### src/rtl/iter_shifter.sv
// iter_shifter: multi-cycle shifter (LSL/LSR/ASR/ROR), one bit per clock, start/busy/done handshake.
//   Params : WIDTH data width, SHAMT_W shift-amount width
//   Ports  : clk, rst_n (async active-low), start, op[1:0], din, amt -> busy, done, dout
//   Config : ITER_SHIFTER_ROR_EN enables rotate-right on op=11; otherwise op=11 acts as LSR
module iter_shifter #(
  parameter int WIDTH   = 8,
  parameter int SHAMT_W = 3
) (
  input  logic               clk,
  input  logic               rst_n,
  input  logic               start,
  input  logic [1:0]         op,
  input  logic [WIDTH-1:0]   din,
  input  logic [SHAMT_W-1:0] amt,
  output logic               busy,
  output logic               done,
  output logic [WIDTH-1:0]   dout
);
  typedef enum logic {IDLE, SHIFT} state_t;
  state_t state_q, state_d;
  logic [WIDTH-1:0] work_q, work_d, dout_q, dout_d, step;
  logic [SHAMT_W-1:0] cnt_q, cnt_d;
  logic [1:0] op_q, op_d;
  logic done_q, done_d;
  logic accept;
  assign accept = (state_q == IDLE) && start;
  always_comb begin
`ifdef ITER_SHIFTER_ROR_EN
    step = (op_q == 2'b00) ? {work_q[WIDTH-2:0], 1'b0} :
           (op_q == 2'b10) ? {work_q[WIDTH-1], work_q[WIDTH-1:1]} :
           (op_q == 2'b11) ? {work_q[0], work_q[WIDTH-1:1]} :
                             {1'b0, work_q[WIDTH-1:1]};
`else
    step = (op_q == 2'b00) ? {work_q[WIDTH-2:0], 1'b0} :
           (op_q == 2'b10) ? {work_q[WIDTH-1], work_q[WIDTH-1:1]} :
                             {1'b0, work_q[WIDTH-1:1]};
`endif
  end
  always_comb begin
    state_d = state_q;
    work_d  = work_q;
    cnt_d   = cnt_q;
    op_d    = op_q;
    dout_d  = dout_q;
    done_d  = 1'b0;
    if (accept) begin
      work_d  = din;
      cnt_d   = amt;
      op_d    = op;
      state_d = (amt == '0) ? IDLE : SHIFT;
      // zero-length shift completes straight from IDLE
      dout_d  = (amt == '0) ? din : dout_q;
      done_d  = (amt == '0);
    end else if (state_q == SHIFT) begin
      work_d = step;
      cnt_d  = cnt_q - SHAMT_W'(1);
      // count==1 means this edge performs the final step
      state_d = (cnt_q == SHAMT_W'(1)) ? IDLE : SHIFT;
      dout_d  = (cnt_q == SHAMT_W'(1)) ? step : dout_q;
      done_d  = (cnt_q == SHAMT_W'(1));
    end
  end
  always_ff @(posedge clk or negedge rst_n) begin
    if (!rst_n) begin
      state_q <= IDLE;
      work_q  <= '0;
      cnt_q   <= '0;
      op_q    <= '0;
      dout_q  <= '0;
      done_q  <= 1'b0;
    end else begin
      state_q <= state_d;
      work_q  <= work_d;
      cnt_q   <= cnt_d;
      op_q    <= op_d;
      dout_q  <= dout_d;
      done_q  <= done_d;
    end
  end
  assign busy = (state_q == SHIFT);
  assign done = done_q;
  assign dout = dout_q;
endmodule

### config.mk
export PLATFORM = sky130hd
export DESIGN_NAME = iter_shifter
export DESIGN_NICKNAME = d
export VERILOG_FILES = /design/src/rtl/iter_shifter.sv
export SDC_FILE = /design/constraint.sdc
export NUM_CORES = 1
export LEC_CHECK = 0
export ABC_AREA = 1
export BUFFER_PORTS_ARGS = -buffer_cell sky130_fd_sc_hd__buf_4
export CAP_MARGIN = 0
export CORE_UTILIZATION = 50
export DETAILED_ROUTE_END_ITERATION = 6
export GPL_ROUTABILITY_DRIVEN = 0
export PLACE_DENSITY = 0.74
export SYNTH_ARGS = -nofsm -noshare
export SYNTH_HDL_FRONTEND = slang
export SYNTH_SLANG_ARGS = --single-unit
export TNS_END_PERCENT = 50
### constraint.sdc
create_clock -name clk -period 1.75 [get_ports clk]
set_input_delay 0.0875 -clock clk [delete_from_list [all_inputs] [get_ports clk]]
set_output_delay 0.0875 -clock clk [all_outputs]
set_load 0.02 [all_outputs]
==> impl_metrics.tcl, run 1 <==
set metrics [dict create \
    grt_pass1_vias 1089 \
    ant_nets 0 \
    utilization_pct 67.0 \
    synth_cell_types 25 \
    r2r_cells 5 \
    worst_slew_pin_slew_ns 0.409 \
    critPathArrivalTime_ns 1.70 \
    status "finished clean" \
    htree_levels 1 \
    p_total_mw 2.43 \
    drt-initial-drc-count 23 \
    ys_ff_latch 23 \
    first_pass_iters 4 \
    dpl_cell_area_um2 1440 \
    dp.cells 192 \
    crit_fanout 15 \
    avgRoutedWirePerCell_um 14.0 \
    setup_viol 0 \
    hp-class "in2reg" \
    dp_hpwl_mm 2.01 \
    startpoint_type "flip-flop" \
    pin_count 26 \
    coreArea_um2 2250 \
    rrSetupSlack_ns 0.26 \
    drt_wl_total_mm 2.81 \
    drc 0 \
    fin_worst_skew_ns 0.00392 \
    setup_slack_ns 0.265 \
    slew_headroom_pct 72.6 \
    period_share_pct 84.9 \
    synth_cells 139 \
    cts_root_buf "clkbuf_4" \
    cp.required_ns 1.97 \
    holdPathStages 3 \
    clock_path_buffers 2 \
    avgSynthCellArea_um2 8.81 \
    die-area_um2 2650 \
    whs_ns 0.0188 \
    mappedNetlistArea_um2 1220 \
    cts_made_buffers 3 \
    drive_above_1_share_pct 31.4 \
    antenna_cells 0 \
    yosys_warnings 0 \
    power_density_nw_per_um2 1610 \
    cts_tree "done" \
    syn_nets 157 \
    leakagePower_nw 0.784 \
    ir_worst_vdd_v 0.00105 \
    fin_area_um2 1510 \
    startpoint "busy" \
    dieHeight_um 51.5 \
    start_util_pct 54.3 \
    area_growth_pct 23.3 \
    final-seq-area_um2 576 \
    fmax_mhz 673 \
    cap_violations 0 \
    die_x_um 51.5 \
    clk_latency_ns 0.32 \
    final-hold-violation-count 0 \
    cts.sinks 23 \
    finalMaxSlewViolations 0 \
    viasPerCell 5.36 \
    final_cells 200 \
    grt_pass1_wl_mm 4.73 \
    setup_tns_ns 0 \
    hp-start "amt[2]" \
    gr-usage-all-layers_pct 24.8 \
    overflow 0 \
    worstSetupPathType "reg2reg" \
    vias 1071 \
    multi_input_area_um2 608 \
    grt_max_degree 24 \
    timing.rr.end "work_q[1]" \
    fin_nets 191 \
    pre_cts_ws_ns 0.286 \
    min_period_ns 1.49 \
    clk_pin_slew_ns 0.13 \
    rsz0062_at_grt "false" \
    n_fill_cell 198 \
    crit_path_end_kind "flip-flop" \
    antenna_found_initial 0 \
    cts-resized-gates 0 \
    rows 17 \
    r2r_start "busy" \
    holdPathEnd "cnt_q[2]" \
    ys_seq_area_share_pct 47.0 \
    portBuffers 25 \
]
==> repair_timing <==
action	4_1_cts	5_1_grt
setup endpoints to repair	0	0
hold endpoints to repair	26	0
hold buffers	4	0
setup buffers	0	0
==> synth_stat cells, drive strengths merged <==
cell | instances | area share [%]
a31oi | 1 | 0.51
inv | 7 | 2.1
o21a | 1 | 0.61
o221ai | 2 | 1.4
buf | 1 | 0.92
dfrtp | 23 | 47
ha | 2 | 2.0
o21ai | 1 | 0.41
a21oi | 1 | 0.41
xnor2 | 1 | 0.72
clkinv | 1 | 0.31
nand2 | 54 | 19
nor2 | 9 | 4.2
o211ai | 1 | 0.61
or2 | 6 | 3.1
nand3 | 28 | 17
==> power by group <==
| group | internal (mW) | switching [mW] |
|---|---|---|
| clock network | 0.0891 | 0.168 |
| registers | 0.773 | 0.180 |
| logic | 0.488 | 0.731 |
==> state kept, by name, summed over array words and instances (netlist names) <==
register / cells
dout: 8
busy: 1
cnt_q: 3
work_q: 8
done: 1
op_q: 2
==> per-layer routing <==
metal | GRT usage (%) | wire, um | vias up
met5 | 0 | 0 | -
met4 | 14.4 | 89 | 0
met3 | 2.63 | 81 | 8
met2 | 42.2 | 1380 | 28
met1 | 30.2 | 1260 | 515
li1 | - | - | 520
==> critical path, cell delays in order (launching register included) <==
cell and delay, ns:
dfrtp_1 0.50, inv_2 0.15, nand2_2 0.21, or2_2 0.37, nand3_1 0.09, nand2_1 0.06
==> kinds of logic (layout without fill, tap and decap cells) <==
family	count (synthesis)	after routing	share of synthesized area, %
compound gates	7	7	3.98
xor+xnor	1	1	0.715
fa+ha+maj	2	2	2.04
buf+inv	9	42	3.37
flops	23	23	47.0
simple gates	97	97	42.9
==> layout by cell type, fill, tap and decap left out <==
master,count
a21oi_1,1
a31oi_1,1
buf_4,26
clkbuf_1,1
clkbuf_4,3
clkinv_1,1
dfrtp_1,23
dlygate4sd3_1,4
ha_1,2
inv_1,5
inv_2,2
nand2_1,51
nand2_2,1
nand2_4,1
nand2_8,1
nand3_1,16
nand3_2,11
nand3_4,1
nor2_1,6
nor2_2,1
nor2_4,2
o211ai_1,1
o21a_1,1
o21ai_0,1
o221ai_1,2
or2_1,1
or2_2,5
xnor2_1,1
==> how the worst max path moves through the flow <==
stage | end | slack (ns) | depth (start not counted)
2_1_floorplan | work_q[6] | 0.42 | 6
3_3_place_gp | work_q[5] | 0.36 | 5
3_5_place_dp | work_q[4] | 0.29 | 5
4_1_cts | work_q[2] | 0.27 | 5
5_1_grt | work_q[1] | 0.18 | 5
6_report | work_q[1] | 0.26 | 5
==> cell type report <==
| class | count | share of cell area [%] |
|---|---|---|
| Multi-Input combinational cell | 107 | 40.3 |
| Sequential cell | 23 | 38.1 |
| Timing Repair Buffer | 30 | 15.6 |
| Tap cell | 28 | 2.32 |
| Inverter | 8 | 1.99 |
| Clock buffer | 4 | 1.74 |
Power figures use the tool's default switching activity.
==> run 2, diff against run 1 <==
--- a/config.mk
+++ b/config.mk
@@ -5,7 +5,7 @@
 export SDC_FILE = /design/constraint.sdc
 export NUM_CORES = 1
 export LEC_CHECK = 0
-export ABC_AREA = 1
+export ABC_AREA = 0
 export BUFFER_PORTS_ARGS = -buffer_cell sky130_fd_sc_hd__buf_4
 export CAP_MARGIN = 0
 export CORE_UTILIZATION = 50
==> constraint.sdc (replaced) <==
create_clock -name clk -period 1.6 [get_ports clk]
set_input_delay 0.08 -clock clk [delete_from_list [all_inputs] [get_ports clk]]
set_output_delay 0.08 -clock clk [all_outputs]
set_load 0.02 [all_outputs]
==> run 2 against run 1 <==
Cell area is 0.50% higher. Synthesized area down 2.7%. Power rose by 15%. Highest routed layer unchanged.
==> impl_metrics.tcl, run 2 <==
set metrics [dict create \
    critPathTopFamily "compound AO/OA/AOI/OAI gates" \
    utilization_pct 68.0 \
    synth_top_family_by_area "compound AO/OA/AOI/OAI gates" \
    avgRoutedWirePerCell_um 15.6 \
    synth-simple-area-share_pct 13.9 \
    dieHeight_um 50.8 \
    portBuffers 25 \
    vias 994 \
    clock_path_buffers 2 \
    async_reset_ff_share_pct 100 \
    drt_wl_total_mm 2.71 \
    synth_edf_count 0 \
    cap_violations 0 \
    critPathArrivalTime_ns 1.69 \
    clk_latency_ns 0.32 \
    netSwitchingFraction_pct 40.7 \
    finalMaxSlewViolations 0 \
    rsz0062_at_grt "false" \
    ys_ff_latch 23 \
    layout_common_cells "buf_4, dfrtp_1, inv_1, a21oi_1" \
    yosysMostFrequentCell "dfrtp_1" \
    worstSetupPathType "reg2reg" \
    path_cells "ha_1 -> and3b_4 -> a21o_1 -> o221a_4" \
    grt_pass1_wl_mm 4.61 \
    die_x_um 50.8 \
    grt_max_degree 24 \
    n_fill_cell 197 \
    drt-initial-drc-count 18 \
    r2r_cells 4 \
    clk_pin_slew_ns 0.13 \
    area_growth_pct 27.3 \
    crit_fanout 9 \
    yosys_warnings 0 \
    status "finished clean" \
    worst_slew_pin_slew_ns 0.394 \
    crit_path_end_kind "flip-flop" \
    period_share_pct 91.8 \
    synth.mux.area_fraction_pct 7.76 \
    synth_cells 111 \
    htree_levels 1 \
    dp.cells 161 \
    yosys.area.top_type_share_pct 48.3 \
    setup_tns_ns 0 \
    avgSynthCellArea_um2 10.7 \
    timing.rr.end "dout[0]" \
    start_util_pct 53.4 \
    gr-usage-all-layers_pct 24.3 \
    min_period_ns 1.47 \
    synth-main-ff-cell "dfrtp_1" \
    cp.required_ns 1.82 \
    mappedNetlistArea_um2 1190 \
    rrSetupSlack_ns 0.13 \
    antenna_found_initial 0 \
    pin_count 26 \
    synth-xor-area-share_pct 0.735 \
    synth-adder-area-share_pct 2.10 \
    grt_pass1_vias 1047 \
    synth_common_cells "dfrtp_1, a21oi_1, inv_1" \
    fin_nets 165 \
    r2r_start "cnt_q[0]" \
    fmax_mhz 681 \
    crit_slowest_cell "dfrtp_1" \
    synth_top_area_cell "dfrtp_1" \
    crit_path_max_incr_delay_ns 0.41 \
    fin_worst_skew_ns 0.00251 \
    power_density_nw_per_um2 1840 \
    p_seq_share_pct 39.5 \
    syn_nets 129 \
    cts_made_buffers 3 \
    startpoint "cnt_q[0]" \
    drc 0 \
    hp-class "in2reg" \
    first_pass_iters 4 \
    leakagePower_nw 0.675 \
    synthTopCellsByArea "dfrtp_1, mux2i_1, a211oi_1" \
    overflow 0 \
    p_comb_share_pct 50.5 \
    cts_root_buf "clkbuf_4" \
    path_depth 4 \
    coreArea_um2 2230 \
    ant_nets 0 \
    synth_compound_area_share_pct 20.4 \
    clockPowerShare_pct 10.0 \
    cp_num_buf_inv 0 \
    p_switching_mw 1.13 \
    ir_worst_vdd_v 0.00110 \
    cts_setup_buffers 0 \
    setup.worst_path.end "dout[0]" \
    cts.sinks 23 \
    setup_viol 0 \
    viasPerCell 5.71 \
    rows 17 \
    synth_cell_types 29 \
    dp_hpwl_mm 1.87 \
    p_int_mw 1.65 \
    die-area_um2 2580 \
    startpoint_type "flip-flop" \
    antenna_cells 0 \
    mostFrequentLayoutCell "buf_4" \
    slew_headroom_pct 73.7 \
    drive_above_1_share_pct 27.4 \
    final_cells 174 \
    ys_seq_area_share_pct 48.3 \
    cts_tree "done" \
    final-hold-violation-count 0 \
]
[run 2: power by group through the flow]
stage / combinational [mW] / clock [mW] / sequential, mW
2_1_floorplan: 0.868 / 0 / 1.20
3_3_place_gp: 1.35 / 0 / 1.10
3_5_place_dp: 1.39 / 0 / 1.11
4_1_cts: 1.41 / 0.294 / 1.10
5_1_grt: 1.56 / 0.304 / 1.13
6_report: 1.41 / 0.280 / 1.10
[run 2: final cells by class]
class                   instances  area [um2]  area share (%)
flip-flops and latches         23         576            37.9
multi-input cells              71         534            35.2
repair buffers                 38         308            20.3
inverters                      10        37.5            2.47
well taps                      28        35.0            2.31
clock buffers                   3        22.5            1.48
clock inverters                 1        5.00           0.330
[run 2: per-stage QoR]
step                power [mW]  area [um2]  setup slack [ns]  hold WS (ns)
CTS                       2.80        1520             0.134        0.0236
floorplan                 2.06        1190             0.170        -0.216
global placement          2.45        1400             0.183       -0.0113
global route              3.00        1520            0.0252        0.0355
finish                    2.79        1520             0.132        0.0322
detailed placement        2.50        1400             0.145      -0.00865
[run 2: metal layers]
layer	track usage (%)	part of all wire (%)
met5	0	0
met4	8.80	0.66
met3	3.87	3.6
met2	44.2	51
met1	28.7	45
[run 2: worst min-delay path by stage]
stage / from / depth (start not counted) / end / slack (ns)
floorplan: rst_n / 0 / busy / -0.22
finish: din[6] / 3 / dout[6] / 0.03
CTS: din[6] / 3 / dout[6] / 0.02
global route: din[6] / 3 / dout[6] / 0.04
global placement: rst_n / 1 / dout[0] / -0.01
detailed placement: rst_n / 1 / done / -0.009
[run 2: repair_timing]
item	in CTS	in global routing
endpoints found under the hold margin	31	0
hold buffers	9	0
endpoints found under the setup margin	0	0
gates resized for setup	0	0
[run 2: logic make-up after synthesis]
logic type | after synthesis
adder cells (fa/ha/maj) | 2
multiplexers | 9
AO/OA/AOI/OAI | 33
XOR/XNOR | 1
buffers and inverters | 17
flip-flops | 23
AND/OR/NAND/NOR | 26
[run 2: worst register-to-register path: cells and delay by family (launching register included)]
kind            cells  cell delay [ns]
simple gates        1             0.19
fa+ha+maj           1             0.22
compound gates      2             0.56
flops               1             0.41
